===== config.mk =====
export PLATFORM = sky130hd
export DESIGN_NAME = multicycle_control
export DESIGN_NICKNAME = d
export VERILOG_FILES = /design/src/rtl/riscv_ctrl_pkg.sv /design/src/rtl/mem_wait_timer.sv /design/src/rtl/multicycle_control.sv
export SDC_FILE = /design/constraint.sdc
export NUM_CORES = 1
export LEC_CHECK = 0
export CAP_MARGIN = 20
export CORE_ASPECT_RATIO = 1.2
export CORE_MARGIN = 2
export CORE_UTILIZATION = 50
export DETAILED_ROUTE_END_ITERATION = 8
export DONT_BUFFER_PORTS = 1
export PLACE_DENSITY_LB_ADDON = 0.15
export SLEW_MARGIN = 20
export SYNTH_ARGS = -nofsm -noshare
export SYNTH_HDL_FRONTEND = slang
export SYNTH_HIERARCHICAL = 1
export SYNTH_SLANG_ARGS = --single-unit

===== constraint.sdc =====
create_clock -name clk -period 3.7 [get_ports clk]
set_clock_uncertainty 0.05 [all_clocks]
set_input_delay 0.74 -clock clk [delete_from_list [all_inputs] [get_ports clk]]
set_output_delay 0.74 -clock clk [all_outputs]
set_load 0.03 [all_outputs]

===== src/rtl/riscv_ctrl_pkg.sv =====
// Shared encodings for the multi-cycle RV32I control FSM: opcodes, states and
// the select/cause encodings driven onto the datapath.
package riscv_ctrl_pkg;

    localparam logic [6:0] OP_LOAD   = 7'd3;
    localparam logic [6:0] OP_IMM    = 7'd19;
    localparam logic [6:0] OP_AUIPC  = 7'd23;
    localparam logic [6:0] OP_STORE  = 7'd35;
    localparam logic [6:0] OP_REG    = 7'd51;
    localparam logic [6:0] OP_LUI    = 7'd55;
    localparam logic [6:0] OP_BRANCH = 7'd99;
    localparam logic [6:0] OP_JALR   = 7'd103;
    localparam logic [6:0] OP_JAL    = 7'd111;

    localparam logic [1:0] ALU_ADD    = 2'b00;
    localparam logic [1:0] ALU_BRANCH = 2'b01;
    localparam logic [1:0] ALU_FUNCT  = 2'b10;

    typedef enum logic [2:0] {IDLE, FETCH, DECODE, EXEC, MEM, WB, TRAP} state_t;

    typedef enum logic [1:0] {
        PC_PLUS4   = 2'b00,
        PC_ALUOUT  = 2'b01,
        PC_ALURES  = 2'b10,
        PC_TRAPVEC = 2'b11
    } pc_src_t;

    typedef enum logic [1:0] {
        RES_LINK   = 2'b00,
        RES_ALUOUT = 2'b01,
        RES_IMM    = 2'b10,
        RES_LOAD   = 2'b11
    } result_sel_t;

    typedef enum logic [1:0] {
        SRCA_PC    = 2'b00,
        SRCA_OLDPC = 2'b01,
        SRCA_RS1   = 2'b10
    } alu_src_a_t;

    typedef enum logic [1:0] {
        SRCB_RS2  = 2'b00,
        SRCB_IMM  = 2'b01,
        SRCB_FOUR = 2'b10
    } alu_src_b_t;

    typedef enum logic [1:0] {
        TC_NONE    = 2'b00,
        TC_ILLEGAL = 2'b01,
        TC_TIMEOUT = 2'b10
    } trap_cause_t;

    function automatic logic is_legal(input logic [6:0] op);
        case (op)
            OP_LOAD, OP_IMM, OP_AUIPC, OP_STORE, OP_REG,
            OP_LUI, OP_BRANCH, OP_JALR, OP_JAL: is_legal = 1'b1;
            default:                            is_legal = 1'b0;
        endcase
    endfunction

endpackage


===== src/rtl/mem_wait_timer.sv =====
// Counts stalled memory cycles; expired flags the last allowed wait cycle.
// TIMEOUT=0 disables expiry entirely.
module mem_wait_timer #(
    parameter int unsigned TIMEOUT = 16
) (
    input  logic clk,
    input  logic rst_n,
    input  logic run,
    input  logic clr,
    output logic expired
);

    localparam int unsigned CW = (TIMEOUT > 2) ? $clog2(TIMEOUT) : 1;

    logic [CW-1:0] cnt_q;

    always_ff @(posedge clk or negedge rst_n) begin
        if (!rst_n) begin
            cnt_q <= '0;
        end else if (clr) begin
            cnt_q <= '0;
        end else if (run) begin
            cnt_q <= cnt_q + CW'(1);
        end
    end

    assign expired = (TIMEOUT != 0) && (cnt_q == CW'(TIMEOUT - 1));

endmodule


===== src/rtl/multicycle_control.sv =====
// Multi-cycle RV32I control FSM: sequences FETCH/DECODE/EXEC/MEM/WB against a
// shared variable-latency memory port and traps on illegal opcodes or timeouts.
module multicycle_control
    import riscv_ctrl_pkg::*;
#(
    parameter int unsigned TIMEOUT  = 16,
    parameter bit          EN_TRAP  = 1'b1,
    parameter int unsigned ALU_OP_W = 2
) (
    input  logic                clk,
    input  logic                rst_n,
    input  logic [6:0]          instr_opcode,
    input  logic                mem_ready,
    input  logic                branch_taken,
    input  logic                trap_clear,
    output logic                mem_req,
    output logic                mem_we,
    output logic                iord,
    output logic                ir_write,
    output logic                pc_write,
    output logic [1:0]          pc_src,
    output logic                reg_write,
    output logic [1:0]          result_sel,
    output logic [1:0]          alu_src_a,
    output logic [1:0]          alu_src_b,
    output logic [ALU_OP_W-1:0] alu_op,
    output logic                instr_retired,
    output logic                trap,
    output logic [1:0]          trap_cause
);

    state_t      state_q, state_d;
    trap_cause_t cause_q, cause_d;
    logic [6:0]  op_q;
    logic [1:0]  alu_cls;
    logic        expired;
    logic        timer_run;
    logic        timer_clr;

    always_ff @(posedge clk or negedge rst_n) begin
        if (!rst_n) begin
            state_q <= IDLE;
            cause_q <= TC_NONE;
            op_q    <= '0;
        end else begin
            state_q <= state_d;
            cause_q <= cause_d;
            if (ir_write) begin
                op_q <= instr_opcode;
            end
        end
    end

    // Wait time is only charged while a request is outstanding and unanswered.
    assign timer_run = ((state_q == FETCH) || (state_q == MEM)) && !mem_ready;
    assign timer_clr = mem_ready || (state_d != state_q);

    mem_wait_timer #(
        .TIMEOUT (TIMEOUT)
    ) u_timer (
        .clk     (clk),
        .rst_n   (rst_n),
        .run     (timer_run),
        .clr     (timer_clr),
        .expired (expired)
    );

    always_comb begin
        state_d       = state_q;
        cause_d       = cause_q;
        mem_req       = 1'b0;
        mem_we        = 1'b0;
        iord          = 1'b0;
        ir_write      = 1'b0;
        pc_write      = 1'b0;
        pc_src        = PC_PLUS4;
        reg_write     = 1'b0;
        result_sel    = RES_LINK;
        alu_src_a     = SRCA_PC;
        alu_src_b     = SRCB_RS2;
        alu_cls       = ALU_ADD;
        instr_retired = 1'b0;
        trap          = 1'b0;

        case (state_q)
            IDLE: state_d = FETCH;
            FETCH: begin
                mem_req   = 1'b1;
                alu_src_b = SRCB_FOUR;
                if (mem_ready) begin
                    ir_write = 1'b1;
                    pc_write = 1'b1;
                    state_d  = DECODE;
                end else if (expired) begin
                    cause_d = TC_TIMEOUT;
                    state_d = TRAP;
                end
            end
            DECODE: begin
                alu_src_a = SRCA_OLDPC;
                alu_src_b = SRCB_IMM;
                if (is_legal(op_q)) begin
                    state_d = EXEC;
                end else if (EN_TRAP) begin
                    cause_d = TC_ILLEGAL;
                    state_d = TRAP;
                end else begin
                    instr_retired = 1'b1;
                    state_d       = FETCH;
                end
            end
            EXEC: begin
                case (op_q)
                    OP_REG: begin
                        alu_src_a = SRCA_RS1;
                        alu_src_b = SRCB_RS2;
                        alu_cls   = ALU_FUNCT;
                        state_d   = WB;
                    end
                    OP_IMM: begin
                        alu_src_a = SRCA_RS1;
                        alu_src_b = SRCB_IMM;
                        alu_cls   = ALU_FUNCT;
                        state_d   = WB;
                    end
                    OP_LOAD, OP_STORE: begin
                        alu_src_a = SRCA_RS1;
                        alu_src_b = SRCB_IMM;
                        state_d   = MEM;
                    end
                    OP_AUIPC: begin
                        alu_src_a = SRCA_OLDPC;
                        alu_src_b = SRCB_IMM;
                        state_d   = WB;
                    end
                    OP_LUI: state_d = WB;
                    OP_BRANCH: begin
                        alu_src_a     = SRCA_RS1;
                        alu_src_b     = SRCB_RS2;
                        alu_cls       = ALU_BRANCH;
                        pc_write      = branch_taken;
                        pc_src        = PC_ALUOUT;
                        instr_retired = 1'b1;
                        state_d       = FETCH;
                    end
                    OP_JAL: begin
                        pc_write      = 1'b1;
                        pc_src        = PC_ALUOUT;
                        reg_write     = 1'b1;
                        instr_retired = 1'b1;
                        state_d       = FETCH;
                    end
                    OP_JALR: begin
                        alu_src_a     = SRCA_RS1;
                        alu_src_b     = SRCB_IMM;
                        pc_write      = 1'b1;
                        pc_src        = PC_ALURES;
                        reg_write     = 1'b1;
                        instr_retired = 1'b1;
                        state_d       = FETCH;
                    end
                    default: state_d = FETCH;
                endcase
            end
            MEM: begin
                mem_req = 1'b1;
                iord    = 1'b1;
                mem_we  = (op_q == OP_STORE);
                if (mem_ready) begin
                    if (op_q == OP_STORE) begin
                        instr_retired = 1'b1;
                        state_d       = FETCH;
                    end else begin
                        state_d = WB;
                    end
                end else if (expired) begin
                    cause_d = TC_TIMEOUT;
                    state_d = TRAP;
                end
            end
            WB: begin
                reg_write     = 1'b1;
                instr_retired = 1'b1;
                state_d       = FETCH;
                if (op_q == OP_LOAD) begin
                    result_sel = RES_LOAD;
                end else if (op_q == OP_LUI) begin
                    result_sel = RES_IMM;
                end else begin
                    result_sel = RES_ALUOUT;
                end
            end
            TRAP: begin
                trap = 1'b1;
                if (trap_clear) begin
                    pc_write = 1'b1;
                    pc_src   = PC_TRAPVEC;
                    cause_d  = TC_NONE;
                    state_d  = FETCH;
                end
            end
            default: state_d = IDLE;
        endcase
    end

    assign alu_op     = ALU_OP_W'(alu_cls);
    assign trap_cause = cause_q;

endmodule

Word level (Yosys, flattened, before mapping)
Cells that the tools add are included.
Word-level totals
  flip-flop bits (word level): 16
  output and inout port bits: 20
  word-level logic and storage cells: 89
Operators by class
  eq/ne operators: 21
  muxes and demuxes: 44
  $add $sub $neg: 1
  reductions and logical operators: 19
Operators with widths (count)
  $eq A7 B6 Y1 const B: 3
  $eq A7 B7 Y1 const B: 3
  $pmux W2 S2: 5
  $mux W2: 9
  $mux W3: 6
  $pmux W3 S6: 1
  $eq A7 B5 Y1 const B: 2
  $mux W1: 14
  $pmux W2 S3: 2
  $reduce_or A2 Y1: 6
  $eq A3 B3 Y1 const B: 3
  $reduce_or A9 Y1: 1
  $mux W4: 2
  $eq A7 B2 Y1 const B: 1
  $eq A3 B2 Y1 const B: 2
  $ne A2 B2 Y1 const B: 3
  $pmux W1 S3: 2
  $pmux W3 S2: 1
  $reduce_or A6 Y1: 1
  $reduce_and A5 Y1: 1
  $reduce_or A5 Y1: 1
  $add A4 B1 Y4 const B: 1
  $eq A4 B4 Y1 const B: 1
  $pmux W1 S2: 2
  11 further kinds: 12

Longest topological paths before layout
Gate-level depths: netlist (run 1).
  word-level depth: 9
  depth in mapped cells: 8
  mapped depth without buffers: 8

By module
Netlist (run 1), hierarchy kept.
By module, submodules not included
  multicycle_control: instances 1, sequential area each 300.3 um^2, cells each 135, area an instance 1073.5 um^2
  mem_wait_timer: instances 1, sequential area each 100.1 um^2, cells each 17, area an instance 198.9 um^2

Worst setup path before layout (run 1)
No wires, ideal clock.
  path kind: reg2out
  from: reg op_q[4]
  to: out pc_write
  data arrival time: 1.815 ns
  path buffers: 1
  cell stages (with the launch flop): 5
  slack: 1.095 ns
  path through: dfrtp_1 buf_2 nand3b_1 or4_1 o21ai_0
Between the ends
  longest elaborated chain between the ends: 4
  elaborated cells on any way between the ends: 6
  those cells by class: 3 x eq/ne; 2 x mux; 1 x reduce/logical
RTL lines
  from (decl): RTL line multicycle_control.sv:34  | logic [6:0] op_q;
  from (signal assigned): RTL line multicycle_control.sv:49  | op_q <= instr_opcode;
  $eq A7 B7 Y1: RTL line multicycle_control.sv:113  | case (op_q)
  $reduce_or A2 Y1 (no source line)
  $pmux W1 S2 (*): RTL line multicycle_control.sv:113
  $pmux W1 S3 (*): RTL line multicycle_control.sv:85  | case (state_q)
  to (decl): RTL line multicycle_control.sv:20  | output logic pc_write,
Every way passes the cells marked *; elsewhere a longest branch is shown, timed or not.

Worst setup path after layout (run 1)
  from: reg state_q[1]
  to: out instr_retired
Between the ends
  longest elaborated chain between the ends: 2
  elaborated cells on any way between the ends: 4
  those cells by class: 3 x eq/ne; 1 x mux
RTL lines
  from (decl): RTL line multicycle_control.sv:32  | state_t state_q, state_d;
  from (signal assigned): RTL line multicycle_control.sv:46  | state_q <= state_d;
  $eq A3 B3 Y1 / $eq A3 B2 Y1 (equally long branches): RTL line multicycle_control.sv:85
  $pmux W1 S3 (*): RTL line multicycle_control.sv:85
  to (decl): RTL line multicycle_control.sv:27  | output logic instr_retired,
Marks and branches as above.

==> results of run 1 <==
-- kinds of logic after synthesis --
| group | Yosys count | synth area share (%) |
|---|---|---|
| AO/OA/AOI/OAI | 44 | 23.4 |
| flip-flops | 16 | 31.5 |
| buffers and inverters | 18 | 6.98 |
| AND/OR/NAND/NOR | 64 | 29.4 |
| multiplexers | 7 | 6.39 |
| adder cells (fa/ha/maj) | 1 | 0.983 |
| XOR/XNOR | 2 | 1.38 |
-- stage by stage --
step | power, mW | std cells | hold slack (ns)
2_1_floorplan | 0.869 | 152 | 0.394
3_3_place_gp | 0.944 | 182 | 0.395
3_5_place_dp | 0.958 | 182 | 0.395
4_1_cts | 1.05 | 185 | 0.0827
5_1_grt | 1.13 | 185 | 0.0725
6_report | 1.04 | 185 | 0.0927
-- final timing paths --
kind,cells after the start,slack [ns],endpoint,from
max,4,0.61,instr_retired,state_q[1]
min,0,0.09,u_timer/cnt_q[2],rst_n
max reg2reg,8,1.13,u_timer/cnt_q[3],u_timer/cnt_q[0]
min reg2reg,2,0.52,u_timer/cnt_q[1],u_timer/cnt_q[1]
max in group asynchronous,0,3.43,op_q[4],rst_n
min in group clk,2,0.52,u_timer/cnt_q[1],u_timer/cnt_q[1]
-- power groups by stage --
| stage | Sequential (mW) | Clock [mW] | Combinational [mW] |
|---|---|---|---|
| 2_1_floorplan | 0.284 | 0 | 0.585 |
| 3_3_place_gp | 0.392 | 0 | 0.552 |
| 3_5_place_dp | 0.399 | 0 | 0.559 |
| 4_1_cts | 0.395 | 0.0911 | 0.561 |
| 5_1_grt | 0.413 | 0.0992 | 0.613 |
| 6_report | 0.397 | 0.0868 | 0.560 |
-- sequential cells by signal (all words and copies together), names as in the netlist --
register,count
op_q,7
state_q,3
trap_cause,2
u_timer/cnt_q,4
-- worst max-delay path, cell delays in order, from the launching register on --
cell and delay [ns]:
sky130_fd_sc_hd__dfrtp_1 0.68, sky130_fd_sc_hd__nor2b_1 0.40, sky130_fd_sc_hd__nand3_1 0.20, sky130_fd_sc_hd__or3_1 0.43, sky130_fd_sc_hd__nand4_1 0.31
-- layout make-up --
cell class	instances	share of cell area [%]
tap	33	3.08
multi-input combinational	118	58.9
clock buffer	3	1.68
inverter	7	1.96
sequential	16	29.9
timing repair buffer	8	4.49
-- metal layers --
| metal | up-vias | share of wire (%) | track usage [%] |
|---|---|---|---|
| met2 | 38 | 46 | 30.6 |
| met3 | 10 | 5.0 | 2.78 |
| met4 | 0 | 3.1 | 12.7 |
| li1 | 561 | - | - |
| met5 | - | 0 | 0 |
| met1 | 537 | 46 | 26.6 |
-- cell usage in the layout, fill, tap and decap left out, types with 3 or more instances in the layout --
master / synthesis / layout
sky130_fd_sc_hd__a21oi_1: 12 / 12
sky130_fd_sc_hd__nand3_1: 4 / 4
sky130_fd_sc_hd__nor3_1: 5 / 4
sky130_fd_sc_hd__o211ai_1: 3 / 3
sky130_fd_sc_hd__or3_1: 5 / 5
sky130_fd_sc_hd__dfrtp_1: 16 / 16
sky130_fd_sc_hd__o21a_1: 3 / 3
sky130_fd_sc_hd__nand2_1: 7 / 7
sky130_fd_sc_hd__nand4_1: 3 / 3
sky130_fd_sc_hd__clkbuf_4: 0 / 3
sky130_fd_sc_hd__or4_1: 3 / 3
sky130_fd_sc_hd__buf_4: 2 / 8
sky130_fd_sc_hd__inv_1: 6 / 6
sky130_fd_sc_hd__nand2b_1: 6 / 6
sky130_fd_sc_hd__nor2b_1: 4 / 4
sky130_fd_sc_hd__o21ai_0: 8 / 8
sky130_fd_sc_hd__o31ai_1: 3 / 3
sky130_fd_sc_hd__mux2_1: 3 / 3
sky130_fd_sc_hd__nor2_1: 14 / 14
==> results summary, run 1 <==
The first-pass GRT wire length came out at 4520 um. The endpoint required time on the critical path is 2.91 ns. The area used by multi-input combinational logic is 788 um^2. The worst setup path is captured at a primary output. The type of the tightest min-delay check is in2async. The worst setup path is launched from a register. The number of core rows is 20.

The TritonCTS clock tree is done. The commonest cells after synthesis are 16 x sky130_fd_sc_hd__dfrtp_1, 14 x sky130_fd_sc_hd__nor2_1, 12 x sky130_fd_sc_hd__a21oi_1. The proportion of netlist area held by the largest area contributor is 31.5%. The proportion of synthesized flip-flops having asynchronous set or reset came out at 100%. The maximum number of pins on one net before global-route repair came out at 19. The post-cts sizing count came out at 0. The largest total area in the synthesized netlist belongs to sky130_fd_sc_hd__dfrtp_1. The number of antenna-violating nets in the routed design came out at 0. Timing analysis after detailed placement gives a worst setup slack of 0.952 ns. The final-report hold violation count is 0. The critical path is of the reg2out type. 0 antenna diodes ended up in the layout. The area of all sequential standard cells came out at 400 um^2. The count of unique library cells instantiated by Yosys came out at 48. The total CTS buffers came out at 3. The clock passes through at most 2 buffers.

Setup repair after global routing left no endpoint under its margin. The number of search-and-repair iterations in the first detailed-routing pass is 4. For this run, the leading register cell type out of synthesis is sky130_fd_sc_hd__dfrtp_1. The final standard cell area without fillers came out at 0.00134 mm^2. Of the total power, registers draw 38.0%. The data arrival time of the critical path came out at 2.30 ns.

The number of post-CTS setup repair buffers is 0. The flow ran to the end, and the final reports show no timing, DRC or antenna violations. The number of warnings reported in the yosys synthesis log is 6. After detailed placement, the total cell area comes to 0.00132 mm^2. Summed over all nets, the switching power comes to 0.560 mW.

The total I/O pin count came out at 32. In this run the standard cell core region covers 0.00248 mm^2. The power density of the placed cells is 780 mW/mm^2. The port buffer count is 0. For this run the aggregate overflow at the end of global routing stands at 0. The vertical die dimension came out at 59.3 um. The worst path setup slack after routing is 0.607 ns.

The die width came out at 50.1 um. The total number of nets in the final design is 167. The full die area is 0.00297 mm^2. The detailed-route wire length per cell came out at 15.0 um. The utilization of the core after routing came out at 54.0%.

Setup violations remaining at the end of the flow were counted as 0. sky130_fd_sc_hd__dfrtp_1 is the most common cell in the netlist. The part of the power in the clock network came out at 8.3%. The worst slew margin relative to its limit came out at 48.3%. The DRC violation total after the first TritonRoute iteration is 32.

The switching portion of total power is 53.7%. The DRC violation count after routing is 0. Routability-driven placement finished with a final weighted congestion of 0.916. In this run, synthesis inferred 0 flip-flops with an integrated enable. For this configuration, the core starts out at a cell density of 51.4%. Across the run, the number of max-cap violations was 0. The final-layout setup total negative slack came out at 0 ns. In this run the static leakage power is 0.561 nW.

The average footprint of a synthesized cell is 8.37 um^2. The total of fill cells in the finished design came out at 238. The global router's overall resource usage is 20.0%. The number of nets in the synthesized netlist came out at 165. The worst ir drop on vdd came out at 466 uV. The synthesized design contains 16 register bits. The max-slew violation count came to 0. The combined area of all synthesized cells is 0.00127 mm^2. The via count of the first global-routing pass came out at 1025.

After legalization and detailed placement, the total HPWL measured 2160 um. The total number of vias came out at 1146. The fraction of layout instances using a drive strength above 1 came out at 13.2%. The cell-internal power is 0.484 mW.

Timing would allow up to 323 MHz. The synthesis-to-finish area growth came out at 5.21%. The wire length after detailed routing is 2780 um.

By area the synthesized netlist is led by sky130_fd_sc_hd__dfrtp_1 31%, sky130_fd_sc_hd__a21oi_1 4.7%, sky130_fd_sc_hd__nor2_1 4.1%. The number of antenna violations at the first check in global routing is 0. The clock transition at the registers of the reported paths is 0.08 ns. The share of the Yosys chip area taken by registers is 31.5%. After technology mapping, the gate count stands at 152.

The clock root buffer is sky130_fd_sc_hd__clkbuf_4. The final critical-path required period is 3.09 ns. The total number of H-tree levels came out at 1.

The fraction of the cycle the final worst path needs came out at 83.6%. The clock network latency to the later pin of the worst-skew pair came out at 0.28 ns. The hold-fix buffer count after cts came out at 0. The maximum fanout encountered on the critical timing path came out at 18. The number of sinks on the clock net came out at 16. At the pin with the least slew margin, the transition time is 0.765 ns. The combinational share of power came out at 53.7%. The mean number of vias per cell is 6.19.
No activity file was read; power rests on OpenSTA's default activity.
==> run 2, diff against run 1 <==
--- a/config.mk
+++ b/config.mk
@@ -5,6 +5,7 @@
 export SDC_FILE = /design/constraint.sdc
 export NUM_CORES = 1
 export LEC_CHECK = 0
+export ABC_AREA = 1
 export CAP_MARGIN = 20
 export CORE_ASPECT_RATIO = 1.2
 export CORE_MARGIN = 2
==> constraint.sdc (replaced) <==
create_clock -name clk -period 2.8 [get_ports clk]
set_clock_uncertainty 0.05 [all_clocks]
set_input_delay 0.56 -clock clk [delete_from_list [all_inputs] [get_ports clk]]
set_output_delay 0.56 -clock clk [all_outputs]
set_load 0.03 [all_outputs]
==> results summary, run 2 <==
Outcome: finished, final reports clean (unchanged). The utilization of the core after routing came to 55.9% (was 54.0%). The number of warnings reported in the yosys synthesis log is 6 (unchanged).

The mean number of vias per cell is 5.40 (was 6.19). The final-layout setup total negative slack is 0 ns (unchanged). List of most frequent post-synthesis cells: 49 x sky130_fd_sc_hd__nand2_1, 28 x sky130_fd_sc_hd__inv_1, 16 x sky130_fd_sc_hd__dfrtp_1 (was 16 x sky130_fd_sc_hd__dfrtp_1, 14 x sky130_fd_sc_hd__nor2_1, 12 x sky130_fd_sc_hd__a21oi_1). The TritonCTS clock tree is done (unchanged). The clock root buffer was sky130_fd_sc_hd__clkbuf_4 (unchanged).

The met2 usage in global routing is 31.8% (was 30.6%). The global routing met3 resource utilization came to 4.82% (was 2.78%). The clock network latency to the later pin of the worst-skew pair came out at 0.28 ns (about the same).

The total number of nets in the final design is 193 (was 167). The cell with the most instances after synthesis is sky130_fd_sc_hd__nand2_1 (was sky130_fd_sc_hd__dfrtp_1). The flip-flop count of the largest register, all copies and words added is 7 (unchanged).

The standard cell area after detailed placement came out at 0.00120 mm^2 (was 0.00132 mm^2). The largest incremental delay on the critical path came out at 0.55 ns (was 0.68 ns). The number of nets in the synthesized netlist is 186 (was 165).

The area of all sequential standard cells came out at 400 um^2 (unchanged). The met1 usage in global routing is 29.6% (was 26.6%). The fraction of layout instances using a drive strength above 1 is 15.6% (was 13.2%). The count of unique library cells instantiated by Yosys came out at 21 (was 48). The port buffer count is 0 (unchanged). The first-pass GRT wire length came out at 4240 um (was 4520 um).

The worst-case setup slack after placement came out at 0.559 ns (was 0.952 ns). The most common cell after layout, fill and taps aside was sky130_fd_sc_hd__nand2_1 (was sky130_fd_sc_hd__dfrtp_1). The via count of the first global-routing pass is 1047 (was 1025). The number of antenna-violating nets in the routed design came out at 0 (unchanged). The cell accounting for the most synthesized area is sky130_fd_sc_hd__dfrtp_1 (unchanged).

The proportion of synthesized flip-flops having asynchronous set or reset came out at 100% (unchanged). The floorplan core area is 0.00223 mm^2 (was 0.00248 mm^2). The highest clock rate came out at 399 MHz. The maximum number of pins on one net before global-route repair is 17 (was 19). The total of max-cap violations is 0 (unchanged). The maximum fanout encountered on the critical timing path is 8 (was 18).

The register with the most flip-flops is op_q (unchanged). The number of search-and-repair iterations in the first detailed-routing pass is 4 (unchanged). The data arrival time of the critical path is 1.90 ns (was 2.30 ns).

The number of sinks on the clock net was 16 (unchanged). The wire length after detailed routing came out at 2560 um (was 2780 um). The total number of H-tree levels came to 1 (unchanged). The total CTS buffers came out at 3 (unchanged).

The sequential cell fraction of total power came to 32.7% (was 38.0%). The post-route worst hold slack was 0.333 ns (was 0.0927 ns). The number of diodes added for antenna fixing came out at 0 (unchanged).

The final-report hold violation count is 0 (unchanged). The switching portion of total power was 54.9% (was 53.7%). The DRC violation total after the first TritonRoute iteration is 48 (was 32). The fraction of the cycle the final worst path needs came out at 89.6%. Critical path, cell by cell: nor2_2, inv_1, nor2_4, nand3_1, nand3_2, a211o_1 (was nor2b_1, nand3_1, or3_1, nand4_1). The number of failing setup endpoints in the final timing report came out at 0 (unchanged). The combined area of all synthesized cells was 0.00115 mm^2 (was 0.00127 mm^2). The global placement routability congestion is 0.990 (was 0.916). The critical path class is reg2out (unchanged). The proportion of netlist area held by the largest area contributor is 34.7% (was 31.5%). The initial core utilization is 51.7% (was 51.4%). The full die area came to 0.00271 mm^2 (was 0.00297 mm^2). The net switching power of the design is 0.708 mW (was 0.560 mW). The cell with the largest stage delay on the worst path is sky130_fd_sc_hd__dfrtp_1 (unchanged). The total of fill cells in the finished design was 229 (was 238).

The vertical die dimension came to 56.6 um (was 59.3 um). The endpoint required time on the critical path came out at 2.19 ns (was 2.91 ns). The cell-internal power came out at 0.581 mW (was 0.484 mW). The worst path setup slack after routing is 0.292 ns (was 0.607 ns). The global router's overall resource usage came out at 21.1% (was 20.0%). The combinational share of power is 55.4% (was 53.7%). The final standard cell area without fillers came out at 0.00125 mm^2 (was 0.00134 mm^2). The instance count of the mapped netlist is 173 (was 152). The total I/O pin count was 32 (unchanged). The part of the power in the clock network came out at 11.9% (was 8.3%). The synthesis-to-finish area growth came out at 8.13% (was 5.21%). The number of post-CTS setup repair buffers is 0 (unchanged).

The DRC violation count after routing was 0 (unchanged). The prevailing post-synth register cell is sky130_fd_sc_hd__dfrtp_1 (unchanged). The sequential cell area fraction in the yosys report came out at 34.7% (was 31.5%). The critical path endpoint category is a primary output (unchanged). The slew at the pin closest to its max-slew limit came to 0.700 ns (was 0.765 ns). The area used by multi-input combinational logic is 624 um^2 (was 788 um^2). The power density of the placed cells came to 1030 mW/mm^2 (was 780 mW/mm^2). The number of synthesized flops with an enable pin was 0 (unchanged). The number of core rows came to 19 (was 20). Top Registers: op_q: 7 flops, u_timer/cnt_q: 4 flops, state_q: 3 flops (unchanged). The launching element type of the critical path was a register (unchanged). The total number of vias is 1135 (was 1146). The final critical-path required period came out at 2.51 ns. The maximum clock path buffer count came out at 2 (unchanged). The number of antenna violations at the first check in global routing is 0 (unchanged). The residual overflow from global routing is 0 (unchanged). The detailed-route wire length per cell came out at 12.2 um (was 15.0 um). The number of synthesized register bits was 16 (unchanged). The type of the tightest min-delay check is in2reg (was in2async). The max-slew violation count is 0 (unchanged). The average footprint of a synthesized cell is 6.68 um^2 (was 8.37 um^2). The clock transition at the registers of the reported paths is 0.10 ns (was 0.08 ns). The layer carrying the most global-route usage is met2 (unchanged). Unrepaired setup endpoints after global routing: false (unchanged). The die width came out at 47.9 um (was 50.1 um). Commonest non-fill, non-tap cells in the layout: 48 x sky130_fd_sc_hd__nand2_1, 28 x sky130_fd_sc_hd__inv_1, 16 x sky130_fd_sc_hd__dfrtp_1 (was 16 x sky130_fd_sc_hd__dfrtp_1, 14 x sky130_fd_sc_hd__nor2_1, 12 x sky130_fd_sc_hd__a21oi_1).

The placed wire-length estimate after detailed placement came to 2060 um (was 2160 um). Cell types with the largest area share after synthesis: sky130_fd_sc_hd__dfrtp_1 35%, sky130_fd_sc_hd__nand2_1 16%, sky130_fd_sc_hd__inv_1 9.1% (was sky130_fd_sc_hd__dfrtp_1 31%, sky130_fd_sc_hd__a21oi_1 4.7%, sky130_fd_sc_hd__nor2_1 4.1%). The worst slew margin relative to its limit came out at 53.2% (was 48.3%). The leakage power came out at 0.704 nW (was 0.561 nW). The worst ir drop on vdd came to 491 uV (was 466 uV).
[run 2: changes by cell type after synthesis, moves of 4 or more]
cell,previous run,this run
sky130_fd_sc_hd__buf_2,5,1
sky130_fd_sc_hd__a21oi_1,12,8
sky130_fd_sc_hd__nor2_2,0,6
sky130_fd_sc_hd__nor2b_1,4,0
sky130_fd_sc_hd__or3_1,5,0
sky130_fd_sc_hd__inv_1,6,28
sky130_fd_sc_hd__nand2_1,7,49
sky130_fd_sc_hd__nand3_2,0,4
sky130_fd_sc_hd__nand2_2,0,4
sky130_fd_sc_hd__nand3_1,4,15
sky130_fd_sc_hd__nand2b_1,6,0
[run 2: cells by family after synthesis]
logic type | share of synthesized area (%)
AND/OR/NAND/NOR | 42.8
buffers and inverters | 11.5
AO/OA/AOI/OAI | 9.97
adder cells (fa/ha/maj) | 1.08
flip-flops | 34.7
[run 2: timing repair]
item	CTS	global route
hold buffers	1	0
gates resized for setup	0	1
setup endpoints to repair	0	1
hold endpoints to repair	16	0
[run 2: stage by stage]
stage,std cells,total power [mW]
floorplan,173,1.02
global placement,205,1.12
detailed placement,205,1.13
CTS,210,1.29
global route,210,1.41
finish,210,1.29
[run 2: area by class of cell]
| type | instances | area share [%] |
|---|---|---|
| clock buffer | 4 | 2.91 |
| sequential | 16 | 32.1 |
| multi-input combinational | 124 | 50.0 |
| inverter | 31 | 9.32 |
| timing repair buffer | 4 | 2.61 |
| tap | 31 | 3.11 |
[run 2: path summary, 6_finish.rpt]
kind | from | end | slack, ns | cells after the start
max in group asynchronous | rst_n | op_q[6] | 1.55 | 1
min in group asynchronous | rst_n | trap_cause[0] | 0.71 | 1
max | state_q[2] | instr_retired | 0.29 | 6
min reg2reg | op_q[1] | op_q[1] | 0.44 | 2
min | instr_opcode[1] | op_q[1] | 0.33 | 2
max reg2reg | state_q[2] | u_timer/cnt_q[3] | 0.62 | 12
[run 2: power by group through the flow]
stage	clock (mW)	sequential, mW	combinational, mW
global placement	0	0.421	0.695
global route	0.171	0.432	0.811
finish	0.153	0.421	0.715
CTS	0.157	0.419	0.717
detailed placement	0	0.424	0.707
floorplan	0	0.394	0.625
[run 2: worst max-delay path, delay by kind of cell, from the launching register on]
kind | cells | cell delay (ns)
flip-flops | 1 | 0.55
AO/OA/AOI/OAI | 1 | 0.41
AND/OR/NAND/NOR | 4 | 0.50
buffers and inverters | 1 | 0.14
[run 2: layer usage]
metal  vias up  wire (um)  share of wire, %
met5         -          0                 0
met4         0         23              0.90
met3         4        231               9.0
met2        51       1170                46
met1       516       1140                44
li1        564          -                 -
